$ cat config.mk
export PLATFORM = sky130hd
export DESIGN_NAME = depuncturer
export DESIGN_NICKNAME = d
export VERILOG_FILES = /design/src/rtl/depuncturer.sv
export SDC_FILE = /design/constraint.sdc
export NUM_CORES = 1
export LEC_CHECK = 0
export BUFFER_PORTS_ARGS = -buffer_cell sky130_fd_sc_hd__buf_2
export CELL_PAD_IN_SITES_DETAIL_PLACEMENT = 0
export CELL_PAD_IN_SITES_GLOBAL_PLACEMENT = 1
export CORE_MARGIN = 4
export CORE_UTILIZATION = 32
export CTS_CLUSTER_SIZE = 20
export DETAILED_ROUTE_END_ITERATION = 8
export GPL_ROUTABILITY_DRIVEN = 1
export PLACE_DENSITY_LB_ADDON = 0.1
export SLEW_MARGIN = 20
export SYNTH_ARGS = -nofsm -noshare
export SYNTH_HDL_FRONTEND = slang
export SYNTH_SLANG_ARGS = --single-unit
$ cat constraint.sdc
create_clock -name iClk -period 1.3 [get_ports iClk]
set_clock_uncertainty 0.2 [all_clocks]
set_input_delay 0.195 -clock iClk [delete_from_list [all_inputs] [get_ports iClk]]
set_output_delay 0.195 -clock iClk [all_outputs]
set_load 0.1 [all_outputs]
$ cat src/rtl/depuncturer.sv
// 802.11a RX depuncturer: rebuilds rate-1/2 (A,B) pairs with erasure flags.
// Optional output-pair counter port oPairCnt is enabled by `define DEPUNC_PAIR_CNT_EN.
module depuncturer #(
    parameter int CNT_W = 16
) (
    input  logic             iClk,
    input  logic             iRst,
    input  logic             iEN,
    input  logic             iRateEN,
    input  logic [3:0]       iRate,
    input  logic             iValid,
    input  logic             iData,
    output logic             oA,
    output logic             oB,
    output logic             oEraA,
    output logic             oEraB,
    output logic             oValid,
    output logic             oRateErr
`ifdef DEPUNC_PAIR_CNT_EN
    ,
    output logic [CNT_W-1:0] oPairCnt
`endif
);

    typedef enum logic [1:0] {
        MODE_NONE = 2'd0,
        MODE_R12  = 2'd1,
        MODE_R23  = 2'd2,
        MODE_R34  = 2'd3
    } mode_t;

    mode_t      r_mode;
    logic [1:0] r_phase;
    logic       r_hold;
    logic       r_a;
    logic       r_b;
    logic       r_eraA;
    logic       r_eraB;
    logic       r_valid;
    logic       r_rateErr;

    mode_t      w_newMode;
    logic       w_newErr;
    logic [1:0] w_lastPhase;
    logic       w_accept;
    logic       w_emit;

    always_comb begin
        w_newMode = MODE_NONE;
        w_newErr  = 1'b0;
        unique case (iRate)
            4'b1101, 4'b0101, 4'b1001:          w_newMode = MODE_R12;
            4'b0001:                            w_newMode = MODE_R23;
            4'b1111, 4'b0111, 4'b1011, 4'b0011: w_newMode = MODE_R34;
            default: begin
                w_newMode = MODE_NONE;
                w_newErr  = 1'b1;
            end
        endcase
    end

    always_comb begin
        w_lastPhase = 2'd0;
        unique case (r_mode)
            MODE_R12: w_lastPhase = 2'd1;
            MODE_R23: w_lastPhase = 2'd2;
            MODE_R34: w_lastPhase = 2'd3;
            default:  w_lastPhase = 2'd0;
        endcase
    end

    // A rate strobe takes precedence over any bit presented in the same cycle.
    assign w_accept = iEN & iValid & ~iRateEN & (r_mode != MODE_NONE);
    assign w_emit   = w_accept & (r_phase != 2'd0);

    always_ff @(posedge iClk) begin
        if (iRst) begin
            r_mode    <= MODE_NONE;
            r_phase   <= 2'd0;
            r_hold    <= 1'b0;
            r_a       <= 1'b0;
            r_b       <= 1'b0;
            r_eraA    <= 1'b0;
            r_eraB    <= 1'b0;
            r_valid   <= 1'b0;
            r_rateErr <= 1'b0;
        end else begin
            r_a     <= 1'b0;
            r_b     <= 1'b0;
            r_eraA  <= 1'b0;
            r_eraB  <= 1'b0;
            r_valid <= 1'b0;
            if (iRateEN) begin
                r_mode    <= w_newMode;
                r_rateErr <= w_newErr;
                r_phase   <= 2'd0;
                r_hold    <= 1'b0;
            end else if (w_accept) begin
                r_phase <= (r_phase == w_lastPhase) ? 2'd0 : r_phase + 2'd1;
                // Phase 2 carries a stolen B, phase 3 a stolen A.
                unique case (r_phase)
                    2'd0: r_hold <= iData;
                    2'd1: begin
                        r_valid <= 1'b1;
                        r_a     <= r_hold;
                        r_b     <= iData;
                    end
                    2'd2: begin
                        r_valid <= 1'b1;
                        r_a     <= iData;
                        r_eraB  <= 1'b1;
                    end
                    default: begin
                        r_valid <= 1'b1;
                        r_b     <= iData;
                        r_eraA  <= 1'b1;
                    end
                endcase
            end
        end
    end

    assign oA       = r_a;
    assign oB       = r_b;
    assign oEraA    = r_eraA;
    assign oEraB    = r_eraB;
    assign oValid   = r_valid;
    assign oRateErr = r_rateErr;

`ifdef DEPUNC_PAIR_CNT_EN
    logic [CNT_W-1:0] r_pairCnt;

    always_ff @(posedge iClk) begin
        if (iRst || iRateEN) begin
            r_pairCnt <= '0;
        end else if (w_emit) begin
            r_pairCnt <= r_pairCnt + 1'b1;
        end
    end

    assign oPairCnt = r_pairCnt;
`endif

endmodule
==> metrics.md, run 1 <==
| Metric | Value |
|---|---|
| Syn Nets | `68` |
| Crit Path Max Fanout | `4` |
| Final non-filler cell total | `102` |
| Number of synthesized flops with an enable pin | `0` |
| Post-synth top area share | `41.4%` |
| ANT cells | `0` |
| Core Box Area | `1540 µm²` |
| Psw | `0.181 mW` |
| TritonCTS Buffers | `3` |
| Antenna-violating nets left | `0` |
| Sequential area share after synthesis | `41.4%` |
| Synth top area cells | `dfxtp_1, ha_1, buf_6` |
| Total gr overflow | `0` |
| Gate power share | `15.8%` |
| H-tree Lvls | `1` |
| Power, Total | `0.692 mW` |
| Largest stage delay, worst path | `0.36 ns` |
| Total GRT Usage | `10.6%` |
| Routed wire length | `1.34 mm` |
| Die width | `48.8 µm` |
| RR Startpoint | `r_phase[1]` |
| PwrDens | `750 nW/µm²` |
| Ys async rst share | `0%` |
| Crit path max-delay cell type | `dfxtp_4` |
| Vias post-DR | `492` |
| GRT met1 Usage | `14.0%` |
| Nets | `101` |
| Met3 GRT Util | `3.99%` |
| CP Launch Type | `flip-flop` |
| Compound-Gate Fraction of Synth Area | `13.4%` |
| Dpl cells | `93` |
| Max-slew headroom at the worst pin | `80.8%` |
| Int Power | `0.511 mW` |
| Synth Flop Type | `dfxtp_1` |
| Most area-hungry cell type in the Yosys netlist | `dfxtp_1` |
| Pin count of the biggest net entering global routing | `9` |
| CTS Buffer Depth | `2` |
| Bufs and invs on worst path | `1` |
| Num Clock Sinks | `11` |
| # rows | `14` |
| Min-delay src | `iRateEN` |
| Most common cell in the synthesized netlist | `dfxtp_1` |
| Kind of end point of the critical path | `flip-flop` |
| Antenna violations before repair | `0` |
| WP data required | `1.27 ns` |
| Clock transition at the registers of the reported paths | `0.08 ns` |
| DR WL/cell | `13.1 µm` |
| Worst setup path start | `r_phase[1]` |
| WP depth | `5` |
| Most Used Layer, Global Route | `met2` |
| Outcome | `finished, final reports clean` |
| Post-DP HPWL | `949 µm` |
| Critical path class | `flip-flop to flip-flop` |
| Mapped Cells | `54` |
| Number of remaining DRC errors | `0` |
| Worst min path class | `input pin to flip-flop` |
| Synth Register Bits | `11` |
| WP data arrival | `1.26 ns` |
| Root Buffer | `clkbuf_4` |
| GPL Wtd Cong | `0.752` |
| Setup_tns | `0 ns` |
| Slew Viols, Final | `0` |
| Vias in the first global route | `457` |
| Clock power frac | `34.5%` |
| Vias per cell | `4.82` |
| Netlist cell types | `22` |
| Hold Path Cell Cnt | `3` |
| Final Hold Slack | `0.0656 ns` |
| Synth Area in XOR/XNOR | `3.29%` |
| Terminus of the critical flop-to-flop path | `oB` |
| GRT met2 Usage | `17.4%` |
| Synth Area in Simple Gates | `24.2%` |
| Worst path top cell family by delay | `flip-flops` |
| Hold Path Sink | `oRateErr` |
| Final setup fails | `0` |
| Initial Utilization | `34.5%` |
| Chip Height | `48.8 µm` |
| Max Fclk | `778 MHz` |
| RSZ-0062 raised after global routing | `true` |
| Port-buffer cells | `15` |
| Mux cell area share after synthesis | `1.88%` |
| Area grow syn2layout | `73.6%` |
| Final min period | `1.29 ns` |
| Pleak | `0.379 nW` |
| Die ar. | `2380 µm²` |
| Drt first pass iters | `3` |
| Post-synth top cells | `dfxtp_1, nor2_1, nand2_1, ha_1` |
| Syn avg cell area | `9.85 µm²` |
| Switching share of total power | `26.1%` |
| R2R depth | `5` |
| VDD IR max | `706 µV` |
| Layout cells sized above 1 | `58.1%` |
| Synth Warn # | `0` |
| CP cell instances | `buf_6 -> ha_4 -> nor2_1 -> nand2_1 -> nor4_1` |
| Flop-to-flop setup slack | `0.01 ns` |
| First-pass GRT wire length | `2.04 mm` |
| Worst Max-Slew Pin Slew | `0.285 ns` |
| Post-Syn Area | `532 µm²` |
| Post-synthesis adder-cell area fraction | `9.41%` |
| IO Pins | `16` |
| # Max-Cap Violations | `0` |
| Largest family of logic cells by synthesized area | `simple AND/OR/NAND/NOR gates` |
| Count of final hold-check violations | `0` |
| Worst-skew pair later-pin latency | `0.27 ns` |
| Initial DRC count | `4` |
| Fin crit share | `98.9%` |
| CTS tree | `yes` |
| Sequential share of power | `49.7%` |
-- cells in the final DEF, fill, tap and decap left out, types with 3 or more instances in the layout --
master / Yosys / layout
ha_4: 0 / 3
buf_4: 0 / 12
nand2_1: 5 / 5
o211ai_1: 3 / 3
nor2_1: 6 / 6
buf_2: 0 / 9
dfxtp_2: 0 / 7
dfxtp_1: 11 / 3
clkbuf_4: 0 / 3
buf_12: 0 / 6
-- power groups by stage --
stage / registers, mW / clock network [mW] / logic [mW]
2_1_floorplan: 0.369 / 0 / 0.0347
3_3_place_gp: 0.354 / 0 / 0.0984
3_5_place_dp: 0.354 / 0 / 0.0996
4_1_cts: 0.346 / 0.244 / 0.107
5_1_grt: 0.345 / 0.259 / 0.117
6_report: 0.344 / 0.239 / 0.109
-- per-layer routing --
layer,part of all wire [%],vias up,routed length [µm]
li1,-,253,-
met1,47,226,633
met2,48,13,638
met3,4.9,0,66
met4,0,0,0
met5,0,-,0
-- per-stage QoR --
step / instance area (µm²) / utilization (%) / setup slack (ns)
floorplan: 539 / - / -0.000415
global placement: 781 / 50.6 / -0.0211
detailed placement: 781 / 50.6 / -0.0550
CTS: 835 / 54.1 / 0.00757
global route: 923 / 59.9 / -0.0480
finish: 923 / 59.9 / 0.0143
-- flip-flops by register name, summed over array words and instances (netlist names) --
name and cells:
oEraB 1, oRateErr 1, r_hold 1, oB 1
oA 1, oValid 1, oEraA 1, r_phase 2
r_mode 2
-- kinds of logic after synthesis --
logic type,after synthesis
AO/OA/AOI/OAI,10
XOR/XNOR,2
adder cells (fa/ha/maj),4
buffers and inverters,5
flip-flops,11
multiplexers,1
AND/OR/NAND/NOR,21
-- tightest hold or removal path, cell delays in order --
cell      delay (ns)
buf_2           0.10
buf_4           0.13
a211oi_1        0.06
-- layout make-up --
cell class | instances | area (µm²)
multi-input combinational | 38 | 334
timing repair buffer | 31 | 298
fill | 139 | 618
sequential | 11 | 233
tap | 16 | 20.0
inverter | 2 | 12.5
clock buffer | 4 | 26.3
-- how the worst max path moves through the flow --
stage	to
final	oB
after global routing	oB
after CTS	oA
after detailed placement	oA
after global placement	oA
after floorplan	oA
-- timing repair --
| item | CTS | global route |
|---|---|---|
| endpoints found under the setup margin | 2 | 5 |
| hold buffers | 2 | 0 |
| pin swaps | 0 | 3 |
| buffers inserted | 0 | 3 |
| resized for setup | 2 | 17 |
| hold endpoints to repair | 3 | 0 |
Power figures use the tool's default switching activity.
==> run 2, diff against run 1 <==
--- a/config.mk
+++ b/config.mk
@@ -14,6 +14,7 @@
 export DETAILED_ROUTE_END_ITERATION = 8
 export GPL_ROUTABILITY_DRIVEN = 1
 export PLACE_DENSITY_LB_ADDON = 0.1
+export SETUP_SLACK_MARGIN = 0.3
 export SLEW_MARGIN = 20
 export SYNTH_ARGS = -nofsm -noshare
 export SYNTH_HDL_FRONTEND = slang
==> metrics.md, run 2 (synthesis gave the netlist of run 1 again) <==
| Metric | Value |
|---|---|
| Root Buffer | `clkbuf_4 (unchanged)` |
| Commonest non-fill, non-tap cell in the layout | `buf_4 (unchanged)` |
| GPL Wtd Cong | `0.791 (was 0.752)` |
| Layout cells sized above 1 | `69.1% (was 58.1%)` |
| Largest stage delay, worst path | `0.33 ns (was 0.36 ns)` |
| Antenna-violating nets left | `0 (unchanged)` |
| ANT cells | `0 (unchanged)` |
| DR WL/cell | `11.7 µm (was 13.1 µm)` |
| Worst min path class | `input pin to flip-flop (unchanged)` |
| CTS Buffer Depth | `2 (unchanged)` |
| CP cell instances | `buf_4 -> ha_1 -> a22oi_1 -> nor4b_2 (was buf_6 -> ha_4 -> nor2_1 -> nand2_1 -> nor4_1)` |
| # Max-Cap Violations | `0 (unchanged)` |
| Worst setup path start | `r_phase[0] (was r_phase[1])` |
| Dpl cells | `92 (was 93)` |
| WP data arrival | `1.22 ns (was 1.26 ns)` |
| Placed Area | `790 µm² (was 781 µm²)` |
| Outcome | `complete, but fails checks (was finished, final reports clean)` |
| Vias per cell | `4.84 (was 4.82)` |
| Slew Viols, Final | `0 (unchanged)` |
| Biggest regs | `r_mode (2), r_phase (2) (unchanged)` |
| Min-delay src | `iRate[0] (was iRateEN)` |
| WP data required | `1.25 ns (was 1.27 ns)` |
| Crit path max-delay cell type | `dfxtp_2 (was dfxtp_4)` |
| Clock transition at the registers of the reported paths | `0.07 ns (was 0.08 ns)` |
| # rows | `14 (unchanged)` |
| Final Hold Slack | `-0.0670 ns (was 0.0656 ns)` |
| VDD IR max | `376 µV (was 706 µV)` |
| H-tree Lvls | `1 (unchanged)` |
| Post-DP HPWL | `903 µm (was 949 µm)` |
| PwrDens | `725 nW/µm² (was 750 nW/µm²)` |
| Setup_tns | `0 ns (unchanged)` |
| Pleak | `0.362 nW (was 0.379 nW)` |
| Critical path class | `flip-flop to flip-flop (unchanged)` |
| Max-slew headroom at the worst pin | `78.0% (was 80.8%)` |
| Die width | `48.8 µm (unchanged)` |
| Die ar. | `2380 µm² (unchanged)` |
| Total gr overflow | `0 (unchanged)` |
| Total GRT Usage | `9.96% (was 10.6%)` |
| Routed wire length | `1.13 mm (was 1.34 mm)` |
| Chip Height | `48.8 µm (unchanged)` |
| Pin count of the biggest net entering global routing | `9 (unchanged)` |
| Port-buffer cells | `15 (unchanged)` |
| Design area | `918 µm² (was 923 µm²)` |
| Final min period | `1.28 ns (was 1.29 ns)` |
| Fin util | `59.6% (was 59.9%)` |
| Kind of end point of the critical path | `flip-flop (unchanged)` |
| Final setup fails | `0 (unchanged)` |
| TritonCTS Buffers | `3 (unchanged)` |
| RR Startpoint | `r_phase[0] (was r_phase[1])` |
| RSZ-0062 raised after global routing | `true (unchanged)` |
| Initial Utilization | `34.5% (unchanged)` |
| Vias in the first global route | `458 (was 457)` |
| Antenna violations before repair | `0 (unchanged)` |
| Drt first pass iters | `4 (was 3)` |
| Crit Path Max Fanout | `4 (unchanged)` |
| Worst Max-Slew Pin Slew | `0.329 ns (was 0.285 ns)` |
| IO Pins | `16 (unchanged)` |
| Bufs and invs on worst path | `1 (unchanged)` |
| Number of remaining DRC errors | `0 (unchanged)` |
| Max Fclk | `783 MHz (was 778 MHz)` |
| Num Clock Sinks | `11 (unchanged)` |
| Core Box Area | `1540 µm² (unchanged)` |
| Fin crit share | `98.3% (was 98.9%)` |
| First-pass GRT wire length | `1.88 mm (was 2.04 mm)` |
| Nets | `96 (was 101)` |
| Worst-skew pair later-pin latency | `0.26 ns (was 0.27 ns)` |
| Worst path top cell family by delay | `flip-flops (unchanged)` |
| Area grow syn2layout | `72.7% (was 73.6%)` |
| CTS tree | `yes (unchanged)` |
| Initial DRC count | `8 (was 4)` |
| Final non-filler cell total | `97 (was 102)` |
| Count of final hold-check violations | `1 (was 0)` |
| Vias post-DR | `469 (was 492)` |
| CP Launch Type | `flip-flop (unchanged)` |
| Failing checks | `negative hold slack` |
| Most frequent cells in the layout | `buf_4, buf_2, dfxtp_4, buf_12, nand2_1 (was buf_4, buf_2, dfxtp_2, nor2_1, buf_12)` |
-- run 2: what timing repair did --
action,in CTS,in global routing
pin swaps,5,4
endpoints found under the hold margin,3,1
setup buffers,1,0
cloned,0,0
resized for setup,14,10
endpoints found under the setup margin,14,14
-- run 2: power breakdown --
part           leakage, nW  switching (mW)  internal [mW]
Combinational        0.251          0.0570         0.0477
Clock               0.0150           0.107          0.118
Sequential          0.0959         0.00539          0.330
-- run 2: metrics by stage --
step                total power [mW]  worst slack [ns]
global route                   0.711          -0.00153
detailed placement             0.437           -0.0512
finish                         0.666            0.0227
CTS                            0.676            0.0225
global placement               0.438           -0.0542
floorplan                      0.394            0.0188
-- run 2: final timing paths --
kind / endpoint / slack [ns] / cells past startpoint
max: oA / 0.02 / 4
min: oRateErr / -0.07 / 2
max reg2reg: oA / 0.02 / 4
min reg2reg: r_hold / 0.27 / 2
-- run 2: area by class of cell --
class                   instances  area (µm²)
inverters                       2        10.0
flip-flops and latches         11         250
fillers                       136         623
multi-input cells              38         360
clock buffers                   4        26.3
well taps                      16        20.0
repair buffers                 26         251
-- run 2: routing by layer --
layer | GRT usage, % | up-vias | wire [µm]
met5 | 0 | - | 0
met4 | 6.28 | 0 | 0
met3 | 3.07 | 0 | 65
met2 | 14.1 | 12 | 569
met1 | 12.9 | 217 | 498
li1 | - | 240 | -
